--- config.mk ---
export PLATFORM = sky130hd
export DESIGN_NAME = mips_multicycle_core
export DESIGN_NICKNAME = d
export VERILOG_FILES = /design/src/rtl/mips_multicycle_core.sv
export SDC_FILE = /design/constraint.sdc
export NUM_CORES = 1
export LEC_CHECK = 0
export ABC_AREA = 1
export CORE_UTILIZATION = 55
export CTS_BUF_LIST = sky130_fd_sc_hd__clkbuf_4 sky130_fd_sc_hd__clkbuf_8
export DETAILED_ROUTE_END_ITERATION = 10
export PLACE_DENSITY = 0.74
export SYNTH_ARGS = -nofsm -noshare
export SYNTH_HDL_FRONTEND = slang
export SYNTH_SLANG_ARGS = --single-unit
--- constraint.sdc ---
create_clock -name clk -period 2.9 [get_ports clk]
set_input_delay 0.58 -clock clk [delete_from_list [all_inputs] [get_ports clk]]
set_output_delay 0.58 -clock clk [all_outputs]
set_load 0.01 [all_outputs]
--- src/rtl/mips_multicycle_core.sv ---
// Multicycle MIPS-subset core with loadable instruction and data memories.
// Runs from PC 0 on start, halts on the halt opcode or an illegal encoding.
module mips_multicycle_core #(
    parameter int DATA_W     = 8,
    parameter int REG_N      = 32,
    parameter int IMEM_DEPTH = 16,
    parameter int DMEM_DEPTH = 16,
    parameter int LED_REG    = 2,
    parameter int PC_W       = $clog2(IMEM_DEPTH),
    parameter int DA_W       = $clog2(DMEM_DEPTH)
) (
    input  logic              clk,
    input  logic              rst_n,
    input  logic              start,
    input  logic              prog_we,
    input  logic [PC_W-1:0]   prog_addr,
    input  logic [31:0]       prog_data,
    input  logic              dload_we,
    input  logic [DA_W-1:0]   dload_addr,
    input  logic [DATA_W-1:0] dload_data,
    output logic [DATA_W-1:0] led,
    output logic              busy,
    output logic              done,
    output logic              err
);
    localparam int RI_W = $clog2(REG_N);

    typedef enum logic [2:0] {IDLE, FETCH, DECODE, EXEC, MEM, WB, HALT} state_t;

    localparam logic [5:0] OP_RTYPE = 6'h00;
    localparam logic [5:0] OP_J     = 6'h02;
    localparam logic [5:0] OP_JAL   = 6'h03;
    localparam logic [5:0] OP_BEQ   = 6'h04;
    localparam logic [5:0] OP_BNE   = 6'h05;
    localparam logic [5:0] OP_ADDIU = 6'h09;
    localparam logic [5:0] OP_LW    = 6'h23;
    localparam logic [5:0] OP_SW    = 6'h2B;
    localparam logic [5:0] OP_HALT  = 6'h3F;
    localparam logic [5:0] FN_JR    = 6'h08;
    localparam logic [5:0] FN_ADDU  = 6'h21;
    localparam logic [5:0] FN_SLT   = 6'h2A;

    state_t            state_q;
    logic [PC_W-1:0]   pc_q;
    logic [31:0]       ir_q;
    logic [DATA_W-1:0] a_q, b_q, rdata_q;
    logic [DA_W-1:0]   addr_q;
    logic              busy_q, done_q, err_q;
    logic [DATA_W-1:0] regs_q [REG_N];
    logic [31:0]       imem [IMEM_DEPTH];
    logic [DATA_W-1:0] dmem [DMEM_DEPTH];

    logic [5:0]        opcode, funct;
    logic [4:0]        rs, rt, rd;
    logic [31:0]       sext32, daddr32;
    logic [DATA_W-1:0] imm_ext;
    logic [PC_W-1:0]   br_target;
    logic              legal, load_ok;
    logic              wb_en, wb_ok;
    logic [4:0]        wb_idx;
    logic [DATA_W-1:0] wb_val;
    logic              unused_bits;

    assign opcode    = ir_q[31:26];
    assign rs        = ir_q[25:21];
    assign rt        = ir_q[20:16];
    assign rd        = ir_q[15:11];
    assign funct     = ir_q[5:0];
    assign sext32    = {{16{ir_q[15]}}, ir_q[15:0]};
    assign imm_ext   = sext32[DATA_W-1:0];
    assign daddr32   = 32'(a_q) + sext32;
    // pc_q already holds the branch's own address + 1 by the time EXEC runs
    assign br_target = pc_q + ir_q[PC_W-1:0];
    assign load_ok   = (state_q == IDLE) || (state_q == HALT);
    assign unused_bits = ^{daddr32, sext32, ir_q[10:6]};

    function automatic logic [DATA_W-1:0] reg_rd(input logic [4:0] idx);
        reg_rd = '0;
        if (int'(idx) < REG_N) reg_rd = regs_q[idx[RI_W-1:0]];
    endfunction

    always_comb begin
        legal  = 1'b1;
        wb_en  = 1'b0;
        wb_idx = rt;
        wb_val = rdata_q;
        case (opcode)
            OP_ADDIU: begin
                wb_en  = 1'b1;
                wb_val = a_q + imm_ext;
            end
            OP_RTYPE: begin
                wb_idx = rd;
                case (funct)
                    FN_ADDU: begin
                        wb_en  = 1'b1;
                        wb_val = a_q + b_q;
                    end
                    FN_SLT: begin
                        wb_en  = 1'b1;
                        wb_val = {{(DATA_W-1){1'b0}}, ($signed(a_q) < $signed(b_q))};
                    end
                    FN_JR:   ;
                    default: legal = 1'b0;
                endcase
            end
            OP_JAL: begin
                wb_en  = (REG_N == 32);
                wb_idx = 5'd31;
                wb_val = DATA_W'(pc_q);
            end
            OP_J, OP_BEQ, OP_BNE, OP_LW, OP_SW, OP_HALT: ;
            default: legal = 1'b0;
        endcase
        if (state_q == WB) begin
            wb_en  = 1'b1;
            wb_idx = rt;
            wb_val = rdata_q;
        end else if (state_q != EXEC || !legal) begin
            wb_en = 1'b0;
        end
    end

    assign wb_ok = wb_en && (wb_idx != 5'd0) && (int'(wb_idx) < REG_N);

    always_ff @(posedge clk or negedge rst_n) begin
        if (!rst_n) begin
            state_q <= IDLE;
            pc_q    <= '0;
            ir_q    <= '0;
            a_q     <= '0;
            b_q     <= '0;
            addr_q  <= '0;
            busy_q  <= 1'b0;
            done_q  <= 1'b0;
            err_q   <= 1'b0;
            for (int i = 0; i < REG_N; i++) regs_q[i] <= '0;
        end else begin
            if (wb_ok) regs_q[wb_idx[RI_W-1:0]] <= wb_val;
            case (state_q)
                IDLE, HALT: begin
                    if (start) begin
                        state_q <= FETCH;
                        pc_q    <= '0;
                        busy_q  <= 1'b1;
                        done_q  <= 1'b0;
                        err_q   <= 1'b0;
                    end
                end
                FETCH: begin
                    ir_q    <= imem[pc_q];
                    pc_q    <= pc_q + 1'b1;
                    state_q <= DECODE;
                end
                DECODE: begin
                    a_q     <= reg_rd(rs);
                    b_q     <= reg_rd(rt);
                    state_q <= EXEC;
                end
                EXEC: begin
                    state_q <= FETCH;
                    addr_q  <= daddr32[DA_W-1:0];
                    if (!legal) begin
                        state_q <= HALT;
                        busy_q  <= 1'b0;
                        done_q  <= 1'b1;
                        err_q   <= 1'b1;
                    end else begin
                        case (opcode)
                            OP_BEQ:       if (a_q == b_q) pc_q <= br_target;
                            OP_BNE:       if (a_q != b_q) pc_q <= br_target;
                            OP_J, OP_JAL: pc_q <= ir_q[PC_W-1:0];
                            OP_RTYPE:     if (funct == FN_JR) pc_q <= PC_W'(a_q);
                            OP_LW, OP_SW: state_q <= MEM;
                            OP_HALT: begin
                                state_q <= HALT;
                                busy_q  <= 1'b0;
                                done_q  <= 1'b1;
                            end
                            default: ;
                        endcase
                    end
                end
                MEM:     state_q <= (opcode == OP_SW) ? FETCH : WB;
                WB:      state_q <= FETCH;
                default: state_q <= IDLE;
            endcase
        end
    end

    always_ff @(posedge clk) begin
        if (prog_we && load_ok) imem[prog_addr] <= prog_data;
    end

    // External loads only happen in IDLE/HALT, core stores only in MEM, so the port never collides
    always_ff @(posedge clk) begin
        if (dload_we && load_ok) begin
            dmem[dload_addr] <= dload_data;
        end else if (state_q == MEM && opcode == OP_SW) begin
            dmem[addr_q] <= b_q;
        end
        rdata_q <= dmem[addr_q];
    end

    generate
        if (LED_REG < REG_N) begin : g_led
            assign led = regs_q[LED_REG];
        end else begin : g_led_none
            assign led = '0;
        end
    endgenerate

    assign busy = busy_q;
    assign done = done_q;
    assign err  = err_q;
endmodule

==> metrics.txt <==
CP delay by family, top simple AND/OR/NAND/NOR gates; sequential-to-total area share from yosys stat 61.97%; setup ws final 0.1797 ns; minimum clock period 2.720 ns; RePlAce Congestion 1.008; Reg clk slew, reported paths 0.06 ns; Global Route Usage Sum 31.89%; first-pass GRT wire length 187400 microns; CP Capture Type flip-flop; layout cells sized above 1 11.41%; cell count after synthesis 4317; Slew @ Worst Pin 0.9029 ns; WL/cell 22.43 microns; final core utilization 63.43%; flop and latch count out of synthesis 915; H-tree levels 4; vias in the first global route 32.15k; Distinct cells, synth 44; DRT antenna net count 0; Pre-antenna DRT Iters 9; Slew Viols, Final 0; total routed wirelength 123400 microns; DP HPWL 74300 microns; Num CTS Buffers 151; CTS max path bufs 3; Die Ht 277.2 microns; RSZ-0062 raised after global routing false; Starting DRT DRC Count 4417; clk_lat worst skew 0.83 ns; CP Launch Type flip-flop; Die Wd 277.2 microns; Area Growth Syn to Fin 13.71%; grt ovf 0; Top FF cell, synth edfxtp_1; number of I/O pins 64; Slowest cell on crit path dfrtp_1; worst vdd ir 805.5 uV; Worst Path Arrival 3.39 ns; Net Count, Synth 4399; max-cap viol count 0; core area 74700 sq um; synth warn 0; CP bufs+invs 3; die area 76860 sq um; Crit path required time 3.57 ns; Cell Rows 100; Rel. slew slack 39.74%; pre-CTS setup slack 0.2324 ns; Post-CTS Setup Repair Bufs 0; Hold Fails Final Rpt 0; CTS tree built; PD cells 989.9 nW/um^2; filler instances 5862; drc violations 0; max incr delay on CP 0.44 ns; DR vias 33.78k; Mapped Area 41660 sq um; CP cell instances nor2_4 > nand3_2 > inv_2 > buf_4 > nand3_1 > nand2_2 > nand2_2 > inv_1 > nand3_2 > nand2_1 > o21ai_0; worst hold path class input port to asynchronous set/reset pin; Tcrit/Tclk final 93.81%; Mapped Avg Cell Area 9.651 sq um; Setup violations, final 0; CTS Sinks 915; final clock skew 0.05378 ns; initial core utilization 55.78%; Max Clk Rate 367.6 MHz; clk root buf clkbuf_8; Async S/R FF share, synth 34.43%; CP Class flip-flop to flip-flop; post-layout net count 4498; leakage 19.07 nW; Post-synth EDFFs 592; largest net degree at the start of global routing 87; final setup TNS 0 ns; I/O Buffers 60; critical path fanouts, max 14; outcome finished clean; Via density 6.139; initial antenna violation count 5
## per-stage QoR
stage | total power [mW] | instances | hold slack [ns] | area, sq um
6_report | 46.90 | 5502 | 0.3133 | 47380
4_1_cts | 46.36 | 5500 | 0.2794 | 47360
5_1_grt | 49.04 | 5501 | 0.3328 | 47380
3_3_place_gp | 34.47 | 5231 | 0.3888 | 44300
2_1_floorplan | 27.83 | 4317 | 0.2844 | 41670
3_5_place_dp | 34.85 | 5231 | 0.3915 | 44300
## synth_stat cells (21+ instances only)
master | number | area (sq um)
a21o_1 | 25 | 187.7
a21oi_1 | 150 | 750.7
clkbuf_1 | 235 | 882.1
dfrtp_1 | 315 | 7883
edfxtp_1 | 592 | 17780
ha_1 | 26 | 325.3
inv_1 | 107 | 401.6
nand2_1 | 1057 | 3968
nand3_1 | 163 | 815.8
nor2_1 | 554 | 2079
o211ai_1 | 36 | 270.3
o21ai_0 | 597 | 2988
o21ai_1 | 21 | 105.1
o221ai_1 | 94 | 823.3
o22ai_1 | 180 | 1126
## layout make-up
cell class	count	area (sq um)	share of cell area (%)
multi-input combinational	2990	14360	30.30
clock inverter	61	493.0	1.041
tap	969	1212	2.559
timing repair buffer	229	2415	5.097
antenna	2	5.005	0.01056
inverter	129	495.5	1.046
clock buffer	207	2561	5.406
sequential	915	25840	54.54
## layout by cell type, fill, tap and decap left out, types with 13 or more instances in the layout
cell / synthesis / routed
nand2_1: 1057 / 1055
o221ai_1: 94 / 94
buf_12: 0 / 43
clkbuf_8: 0 / 161
o21ai_0: 597 / 597
o22ai_1: 180 / 180
nand2_2: 11 / 13
clkdlybuf4s50_1: 0 / 59
buf_4: 10 / 125
nand3_1: 163 / 162
ha_1: 26 / 26
nand3_2: 14 / 15
a21oi_1: 150 / 150
nor2_4: 15 / 32
clkbuf_4: 0 / 46
clkinv_1: 6 / 34
a21o_1: 25 / 25
clkinv_2: 0 / 17
inv_2: 15 / 18
dfrtp_1: 315 / 308
o211ai_1: 36 / 36
inv_1: 107 / 100
o21ai_1: 21 / 21
edfxtp_1: 592 / 592
nor2_1: 554 / 538
## timing repair
| action | 4_1_cts | 5_1_grt |
|---|---|---|
| endpoints found under the setup margin | 0 | 7 |
| hold buffers | 1 | 0 |
| endpoints found under the hold margin | 56 | 0 |
| resized for setup | 0 | 3 |
## kinds of logic (layout without fill, tap and decap cells)
family	Yosys count	in the layout	synth area share (%)
fa+ha+maj	29	29	0.9249
simple gates	1845	1845	17.91
flops	915	915	61.97
buf+inv	412	626	3.907
compound gates	1109	1109	15.14
xor+xnor	7	7	0.1472
other cells	0	2	0
## where the power goes
group | leakage (nW) | total [mW] | internal (mW) | switching (mW)
clock network | 1.62 | 11.6 | 6.23 | 5.34
registers | 9.67 | 16.8 | 15.5 | 1.32
logic | 7.79 | 18.6 | 5.50 | 13.1
## registers in the layout, indices dropped and copies added (netlist names)
register  count
a_q           8
addr_q        4
b_q           8
busy          1
dmem        128
done          1
err           1
imem        464
ir_q         29
led           8
pc_q          4
rdata_q       8
regs_q      248
state_q       3
## final timing paths
check,start,endpoint,slack (ns),cells after the start
worst max-delay path,ir_q[28],regs_q[210],0.18,11
worst min-delay path,rst_n,regs_q[204],0.31,2
worst max register to register,ir_q[28],regs_q[210],0.18,11
worst min register to register,regs_q[255],regs_q[255],0.41,0
max in group asynchronous,rst_n,regs_q[38],1.77,3
min in group clk,regs_q[255],regs_q[255],0.41,0
## routing by layer
metal	GRT usage [%]	vias to the layer above	routed length (microns)
met5	0	-	48
li1	-	15270	-
met1	43.40	16070	49060
met2	48.78	2041	56130
met4	17.17	8	5799
met3	5.914	384	12380
Note: power is estimated with default switching activity, not from simulation.
